**src/rtl/tri_ecc_scrub_ctl.sv**
```systemverilog
// Background ECC scrub sequencer: walks the array, reads each entry, checks it, and writes back single-bit corrections.
// Optional macro TRI_ECC_SCRUB_UE_STOP_EN: an uncorrectable error parks the block in HALT until scrub_en drops.
module tri_ecc_scrub_ctl #(
    parameter int REGSIZE    = 64,
    parameter int ENTRIES    = 64,
    parameter int ADDR_WIDTH = 6,
    parameter int INTV_WIDTH = 16,
    localparam int SYNW      = 9 - 64 / REGSIZE
) (
    input  logic                  clk,
    input  logic                  rst_n,
    input  logic                  scrub_en,
    input  logic [INTV_WIDTH-1:0] scrub_intv,
    output logic                  rd_req,
    output logic [ADDR_WIDTH-1:0] rd_addr,
    input  logic                  rd_gnt,
    input  logic                  rd_val,
    input  logic [REGSIZE-1:0]    rd_data,
    input  logic [SYNW-1:0]       rd_nsyn,
    output logic [REGSIZE-1:0]    chk_din,
    output logic [SYNW-1:0]       chk_nsyn,
    output logic                  chk_encorr,
    input  logic [REGSIZE-1:0]    chk_corrd,
    input  logic                  chk_sbe,
    input  logic                  chk_ue,
    output logic                  wr_req,
    output logic [ADDR_WIDTH-1:0] wr_addr,
    output logic [REGSIZE-1:0]    wr_data,
    input  logic                  wr_gnt,
    output logic [7:0]            sbe_cnt,
    output logic [7:0]            ue_cnt,
    output logic [ADDR_WIDTH-1:0] ue_addr,
    output logic                  ue_pulse,
    output logic                  pass_done,
    output logic                  busy
);

    localparam logic [ADDR_WIDTH-1:0] LAST_ADDR = ADDR_WIDTH'(ENTRIES - 1);

    typedef enum logic [2:0] {
        S_IDLE,
        S_WAIT,
        S_RDREQ,
        S_RDWAIT,
        S_CHECK,
        S_WRREQ
`ifdef TRI_ECC_SCRUB_UE_STOP_EN
        , S_HALT
`endif
    } state_t;

    state_t                  r_state;
    state_t                  w_next;
    logic [ADDR_WIDTH-1:0]   r_ptr;
    logic [INTV_WIDTH-1:0]   r_intv;
    logic [REGSIZE-1:0]      r_chk_din;
    logic [SYNW-1:0]         r_chk_nsyn;
    logic [ADDR_WIDTH-1:0]   r_wr_addr;
    logic [REGSIZE-1:0]      r_wr_data;
    logic [7:0]              r_sbe_cnt;
    logic [7:0]              r_ue_cnt;
    logic [ADDR_WIDTH-1:0]   r_ue_addr;
    logic                    r_ue_pulse;
    logic                    r_pass_done;
    logic                    w_advance;
    logic                    w_log_sbe;
    logic                    w_log_ue;
    logic                    w_last;
    logic                    w_load_intv;

    assign w_last      = (r_ptr == LAST_ADDR);
    assign w_load_intv = (w_next == S_WAIT) && (r_state != S_WAIT);

    always_ff @(posedge clk or negedge rst_n) begin
        if (!rst_n) begin
            r_state <= S_IDLE;
        end else begin
            r_state <= w_next;
        end
    end

    always_comb begin
        w_next    = r_state;
        w_advance = 1'b0;
        w_log_sbe = 1'b0;
        w_log_ue  = 1'b0;
        case (r_state)
            S_IDLE: begin
                if (scrub_en) w_next = S_WAIT;
            end
            // A load of 0 or 1 both leave after one cycle, so scrub_intv=N spends max(N,1) cycles here.
            S_WAIT: begin
                if (!scrub_en)                      w_next = S_IDLE;
                else if (r_intv <= INTV_WIDTH'(1))  w_next = S_RDREQ;
            end
            S_RDREQ: begin
                if (rd_gnt) w_next = S_RDWAIT;
            end
            S_RDWAIT: begin
                if (rd_val) w_next = S_CHECK;
            end
            S_CHECK: begin
                if (chk_ue) begin
                    w_log_ue = 1'b1;
`ifdef TRI_ECC_SCRUB_UE_STOP_EN
                    w_next   = S_HALT;
`else
                    w_advance = 1'b1;
`endif
                end else if (chk_sbe) begin
                    w_log_sbe = 1'b1;
                    w_next    = S_WRREQ;
                end else begin
                    w_advance = 1'b1;
                end
            end
            S_WRREQ: begin
                if (wr_gnt) w_advance = 1'b1;
            end
`ifdef TRI_ECC_SCRUB_UE_STOP_EN
            S_HALT: begin
                if (!scrub_en) w_next = S_IDLE;
            end
`endif
            default: w_next = S_IDLE;
        endcase
        if (w_advance) w_next = scrub_en ? S_WAIT : S_IDLE;
    end

    always_ff @(posedge clk or negedge rst_n) begin
        if (!rst_n) begin
            r_ptr       <= '0;
            r_intv      <= '0;
            r_chk_din   <= '0;
            r_chk_nsyn  <= '0;
            r_wr_addr   <= '0;
            r_wr_data   <= '0;
            r_sbe_cnt   <= '0;
            r_ue_cnt    <= '0;
            r_ue_addr   <= '0;
            r_ue_pulse  <= 1'b0;
            r_pass_done <= 1'b0;
        end else begin
            r_ue_pulse  <= w_log_ue;
            r_pass_done <= w_advance && w_last;
            if (w_load_intv) begin
                r_intv <= scrub_intv;
            end else if (r_state == S_WAIT && r_intv != '0) begin
                r_intv <= r_intv - INTV_WIDTH'(1);
            end
            if (r_state == S_RDWAIT && rd_val) begin
                r_chk_din  <= rd_data;
                r_chk_nsyn <= rd_nsyn;
            end
            if (w_log_sbe) begin
                if (r_sbe_cnt != 8'hFF) r_sbe_cnt <= r_sbe_cnt + 8'd1;
                r_wr_addr <= r_ptr;
                r_wr_data <= chk_corrd;
            end
            if (w_log_ue) begin
                if (r_ue_cnt != 8'hFF) r_ue_cnt <= r_ue_cnt + 8'd1;
                r_ue_addr <= r_ptr;
            end
            if (w_advance) begin
                r_ptr <= w_last ? '0 : r_ptr + ADDR_WIDTH'(1);
            end
        end
    end

    assign rd_req     = (r_state == S_RDREQ);
    assign rd_addr    = r_ptr;
    assign chk_din    = r_chk_din;
    assign chk_nsyn   = r_chk_nsyn;
    assign chk_encorr = (r_state == S_CHECK);
    assign wr_req     = (r_state == S_WRREQ);
    assign wr_addr    = r_wr_addr;
    assign wr_data    = r_wr_data;
    assign sbe_cnt    = r_sbe_cnt;
    assign ue_cnt     = r_ue_cnt;
    assign ue_addr    = r_ue_addr;
    assign ue_pulse   = r_ue_pulse;
    assign pass_done  = r_pass_done;
    assign busy       = (r_state != S_IDLE);

endmodule

```
**config.mk**
```make
export PLATFORM = sky130hd
export DESIGN_NAME = tri_ecc_scrub_ctl
export DESIGN_NICKNAME = d
export VERILOG_FILES = /design/src/rtl/tri_ecc_scrub_ctl.sv
export SDC_FILE = /design/constraint.sdc
export NUM_CORES = 1
export LEC_CHECK = 0
export ABC_AREA = 1
export CORE_UTILIZATION = 46
export DETAILED_ROUTE_END_ITERATION = 10
export GPL_TIMING_DRIVEN = 0
export PLACE_DENSITY = 0.95
export SYNTH_ARGS = -nofsm -noshare
export SYNTH_HDL_FRONTEND = slang
export SYNTH_SLANG_ARGS = --single-unit
export TNS_END_PERCENT = 10
```
**constraint.sdc**
```tcl
create_clock -name clk -period 4.4 [get_ports clk]
set_clock_uncertainty 0.15 [all_clocks]
set_input_delay 0.88 -clock clk [delete_from_list [all_inputs] [get_ports clk]]
set_output_delay 0.88 -clock clk [all_outputs]
set_load 0.01 [all_outputs]
```
* Word level (Yosys, flattened, before mapping)
Index checks and enable logic that the tools add are counted.
** Word-level totals
- Register bits after elaboration :: 191
- Input port bits :: 160
** Operators by class
- Add/sub/neg operators :: 4
- Order comparisons :: 1
- Eq/ne operators :: 10
- Mux-type cells :: 22
- Reduce and logical (&&, ||, !) cells :: 10
** Operator list (count)
- 2-to-1 mux 16 bit :: 2
- 2-to-1 mux 3 bit :: 8
- case mux 3 bit (6 select lines) :: 1
- adder 8 x 1 -> 8 bit (second input constant) :: 2
- <= comparator 16 x 1 -> 1 bit (second input constant) :: 1
- != test 8 bit (second input constant) :: 2
- nonzero test 16 bit :: 1
- subtractor 16 x 1 -> 16 bit (second input constant) :: 1
- 2-to-1 mux 1 bit :: 9
- adder 6 x 1 -> 6 bit (second input constant) :: 1
- equality test 3 x 1 -> 1 bit (second input constant) :: 2
- equality test 3 x 2 -> 1 bit (second input constant) :: 2
- equality test 3 bit (second input constant) :: 2
- equality test 6 bit (second input constant) :: 1
- 2-to-1 mux 6 bit :: 1
- logical AND 1 bit :: 4
- AND reduction 2 bit :: 2
- zero test 3 bit :: 1
- != test 3 x 1 -> 1 bit (second input constant) :: 1
- nonzero test 3 bit :: 1
- case mux 1 bit (2 select lines) :: 1
- nonzero test 2 bit :: 1

* Longest topological paths before layout
- Word-level depth :: 8
- Gate-level depth with buffers :: 16
- Depth with buffers taken out :: 15

* Least setup slack after synthesis
Ideal clock, no wire load.
- Kind :: input to register
- Start point :: input rd_val
- End point :: register r_intv[10]
- Data arrival time :: 1900 ps
- Setup slack :: 2234 ps
- Stages on the path :: 7
- Path buffers :: 1
- Cells stage by stage :: nand2_1 -> a21oi_2 -> nor3_4 -> nand2_4 -> buf_4 -> nand3_1 -> nand2_1
** Between the ends
- Word-level cells in the longest chain between the ends :: 6
- Elaborated cells on any way between the ends :: 7
- Those cells by class :: eq/ne (1); mux (4); reduce/logical (2)
** Ends and longest elaborated chain
- start, declared :: RTL line 17 : input logic rd_val,
- 2-to-1 mux 3 bit (*) :: RTL line 100 : if (rd_val) w_next = S_CHECK;
- case mux 3 bit (6 select lines) (*) :: RTL line 87 : case (r_state)
- 2-to-1 mux 3 bit (*) :: RTL line 127 : if (w_advance) w_next = scrub_en ? S_WAIT : S_IDLE;
- via w_next[2] :: RTL line 53 : state_t w_next;
- equality test 3 x 1 -> 1 bit (*) :: RTL line 72 : assign w_load_intv = (w_next == S_WAIT) && (r_state != S_WAIT);
- logical AND 1 bit (*) :: RTL line 72
- 2-to-1 mux 16 bit / nonzero test 2 bit (equally long branches)
- end signal, assigned :: RTL line 147 : r_intv <= scrub_intv;
- end signal, assigned :: RTL line 149 : r_intv <= r_intv - INTV_WIDTH'(1);
- end, declared :: RTL line 55 : logic [INTV_WIDTH-1:0] r_intv;
Mark *: on every way through the listed nets, which the timed path passes. The rest lies on a longest branch.
A chain may end at the register's enable or synchronous reset.

* Worst setup path after layout
- Start point :: input chk_sbe
- End point :: register r_wr_data[37], in the netlist wr_data[37]
** Between the ends
- Word-level cells in the longest chain between the ends :: 3
** Ends and longest elaborated chain
- start, declared :: RTL line 24 : input logic chk_sbe,
- 2-to-1 mux 1 bit :: RTL line 110 : end else if (chk_sbe) begin
- 2-to-1 mux 1 bit :: RTL line 103 : if (chk_ue) begin
- 2-to-1 mux 1 bit :: RTL line 87
- end signal, assigned :: RTL line 158 : r_wr_data <= chk_corrd;
- end, declared :: RTL line 59 : logic [REGSIZE-1:0] r_wr_data;
Every way passes these cells.

==> impl_metrics.ini <==
[outcome]
status = complete, no violations

[timing]
setup_viol = 0
fmax_mhz = 350
tightest_slew_ns = 0.784
worst_hold_slack_ns = 0.294
slew_headroom = 0.478
setup_tns_ns = 0
hold_viol = 0
rsz0062_at_grt = no
drv_slew = 0
finalCritPeriodShare = 0.650
min_period_ns = 2.86

[floorplan]
placementRows = 47
dieArea_sq_um = 17800
io_pins = 336
dieHeight_um = 134
coreArea_sq_um = 16800
die_w_um = 134
start_util = 0.475

[clock_network]
cts_tree = yes
clockBufferDepth = 2
cts.hold.buffers_added = 0
cts_resized = 0
clock_latency_ns = 0.42
postCtsSetupBuffers = 0
clk_pin_slew_worst_paths_ns = 0.07
htree_levels = 4
root_buffer = clkbuf_16
cts_buffers = 17
cts_sinks = 191

[synthesis]
ys.flop_type = dfrtp_1
avgSynthCellArea_sq_um = 10.2
synth_edf_count = 0
yosysSeqAreaShare = 0.600
synthMuxAreaShare = 0.103
netlist_area_sq_um = 7970
synthArstFlopShare = 1.00
netlist_top_cells_count = nand2_1 (300), dfrtp_1 (191), mux2_2 (73)
synth_largest_area_cell = dfrtp_1
synthAdderAreaFrac = 0.00942
post_synth_main_area_contributors = dfrtp_1 (60%), nand2_1 (14%), mux2_2 (10%)
synth-xor-area-share = 0.0286
synth_nets = 949
synth.most_common_cell = nand2_1
synth-seq-cells = 191
yosys_warnings = 0
synth_top_family_by_area = simple AND/OR/NAND/NOR gates
ys_types = 32
synth_top_area_share = 0.600
syn_inst = 783
synth_compound_area_frac = 0.0214
synth_simple_gate_area_share = 0.204

[power]
switching_share = 0.340
power.switching_w = 0.00225
p_clk_frac = 0.246
p_int_w = 0.00436
ir_worst_vdd_mv = 0.324
power_frac_comb = 0.364
p_seq_frac = 0.390
power_density_nw_per_um2 = 540
p_leak_nw = 5.92

[routing]
ant_nets = 0
drc = 0
avgRoutedWirePerCell_um = 17.6
routed_wl_um = 24100
dr_total_vias = 6918
vias_per_cell = 5.04
dr.first_iter.drc_count = 359
firstDrtPassIters = 7

[grt]
grt_first_pass_wirelength_um = 37300
grt-ovfl-total = 0
grt_max_degree = 103
antenna_found_initial = 1
grt_usage = 0.275
grt_pass1_vias = 7196

[worst_setup_path]
rr_worst_depth = 7
startpoint_type = input port
crit_chain = clkdlybuf4s50_1 > inv_1 > nor3_2 > clkbuf_1 > clkbuf_1 > nand2_1 > nand2_1
r2r-end = wr_data[37]$_DFFE_PN0P_
crit_required_ns = 4.61
timing.rr.start = r_state[1]$_DFF_PN0_
crit_path_max_fanout = 10
cp-end-kind = flop
critPathArrivalTime_ns = 3.06
slowest_delay_ns = 0.58
reg2reg_slack_ns = 1.90
crit_type = in -> reg
crit_slowest_cell = clkbuf_1

[finish]
layout-drive-gt1-share = 0.108
nets = 1304
layoutNonFillerInstCount = 1372
area_growth_pct = 53.7

[placed_design]
gp_congestion = 0.913
port_buffers = 335
place.detailed.hpwl_um = 18200
dp.cells = 1339

[job]
maxCapViolCount = 0

[min_path]
hp-class = in -> async
-- critical path: cells and delay by family --
family / cells / cell delay, ns
buffers and inverters: 4 / 1.56
AND/OR/NAND/NOR: 3 / 0.62
-- state kept, by name, summed over array words and instances (netlist names) --
signal and flops:
ue_addr 6, ue_cnt 8, wr_data 64, ue_pulse 1, rd_addr 6, r_state 3
r_intv 16, wr_addr 6, chk_nsyn 8, pass_done 1, chk_din 64, sbe_cnt 8
-- cell type report --
class	instances	area [sq um]
Antenna cell	1	2.50
Tap cell	220	275
Clock inverter	13	175
Timing Repair Buffer	336	3390
Sequential cell	191	4780
Buffer	29	126
Inverter	37	139
Multi-Input combinational cell	526	2920
Fill cell	1116	4510
Clock buffer	19	443
-- layout by cell type (no fill, tap or decap), drive strengths merged --
| master | n |
|---|---|
| mux2 | 73 |
| or2 | 1 |
| nor2 | 29 |
| nor3 | 10 |
| clkbuf | 38 |
| o21a | 6 |
| dfrtp | 191 |
| buf | 12 |
| xnor2 | 9 |
| bufinv | 3 |
| clkinv | 3 |
| nor4 | 1 |
| o41a | 1 |
| nand3b | 10 |
| clkinvlp | 1 |
| clkdlybuf4s50 | 334 |
| xor2 | 17 |
| inv | 43 |
| nand2 | 303 |
| nand3 | 36 |
| diode | 1 |
| nand4 | 3 |
| o22ai | 1 |
| o21ai | 15 |
| ha | 6 |
| a21oi | 5 |
-- how the worst max path moves through the flow --
stage / startpoint / endpoint
after CTS: chk_sbe / wr_data[37]$_DFFE_PN0P_
after detailed placement: chk_sbe / wr_data[37]$_DFFE_PN0P_
after global placement: rst_n / chk_din[26]$_DFFE_PN0P_
after global routing: chk_sbe / wr_data[37]$_DFFE_PN0P_
final: chk_sbe / wr_data[37]$_DFFE_PN0P_
after floorplan: rd_val / r_intv[10]$_DFFE_PN0P_
-- stage by stage --
| stage | setup slack [ns] | cell area (sq um) | util | total power [W] |
|---|---|---|---|---|
| after global routing | 1.35 | 12200 | 0.731 | 0.00696 |
| after floorplan | 2.23 | 7970 | - | 0.00365 |
| after detailed placement | 1.10 | 11600 | 0.694 | 0.00499 |
| final | 1.54 | 12200 | 0.731 | 0.00661 |
| after CTS | 1.54 | 12200 | 0.731 | 0.00663 |
| after global placement | -5.52 | 11600 | 0.692 | 0.00486 |
-- power groups by stage --
stage	clock network (W)	registers, W	logic [W]
global placement	0	0.00256	0.00229
CTS	0.00165	0.00257	0.00242
floorplan	0	0.00273	0.000920
detailed placement	0	0.00260	0.00240
global route	0.00171	0.00263	0.00262
finish	0.00163	0.00258	0.00240
-- layer usage --
metal  vias up  GRT usage  share of wire
li1       3213          -              -
met1      3343      0.303           0.36
met2       311      0.495           0.53
met3        51     0.0738          0.076
met4         0      0.122          0.029
met5         -          0              0
-- logic make-up after synthesis --
| group | Yosys count |
|---|---|
| and+or+nand+nor | 393 |
| DFF | 191 |
| muxes | 73 |
| buffers and inverters | 66 |
| AOI/OAI and AO/OA | 28 |
| xor gates and xnor gates | 26 |
| adders and majority gates | 6 |
No activity file was read; power rests on OpenSTA's default activity.
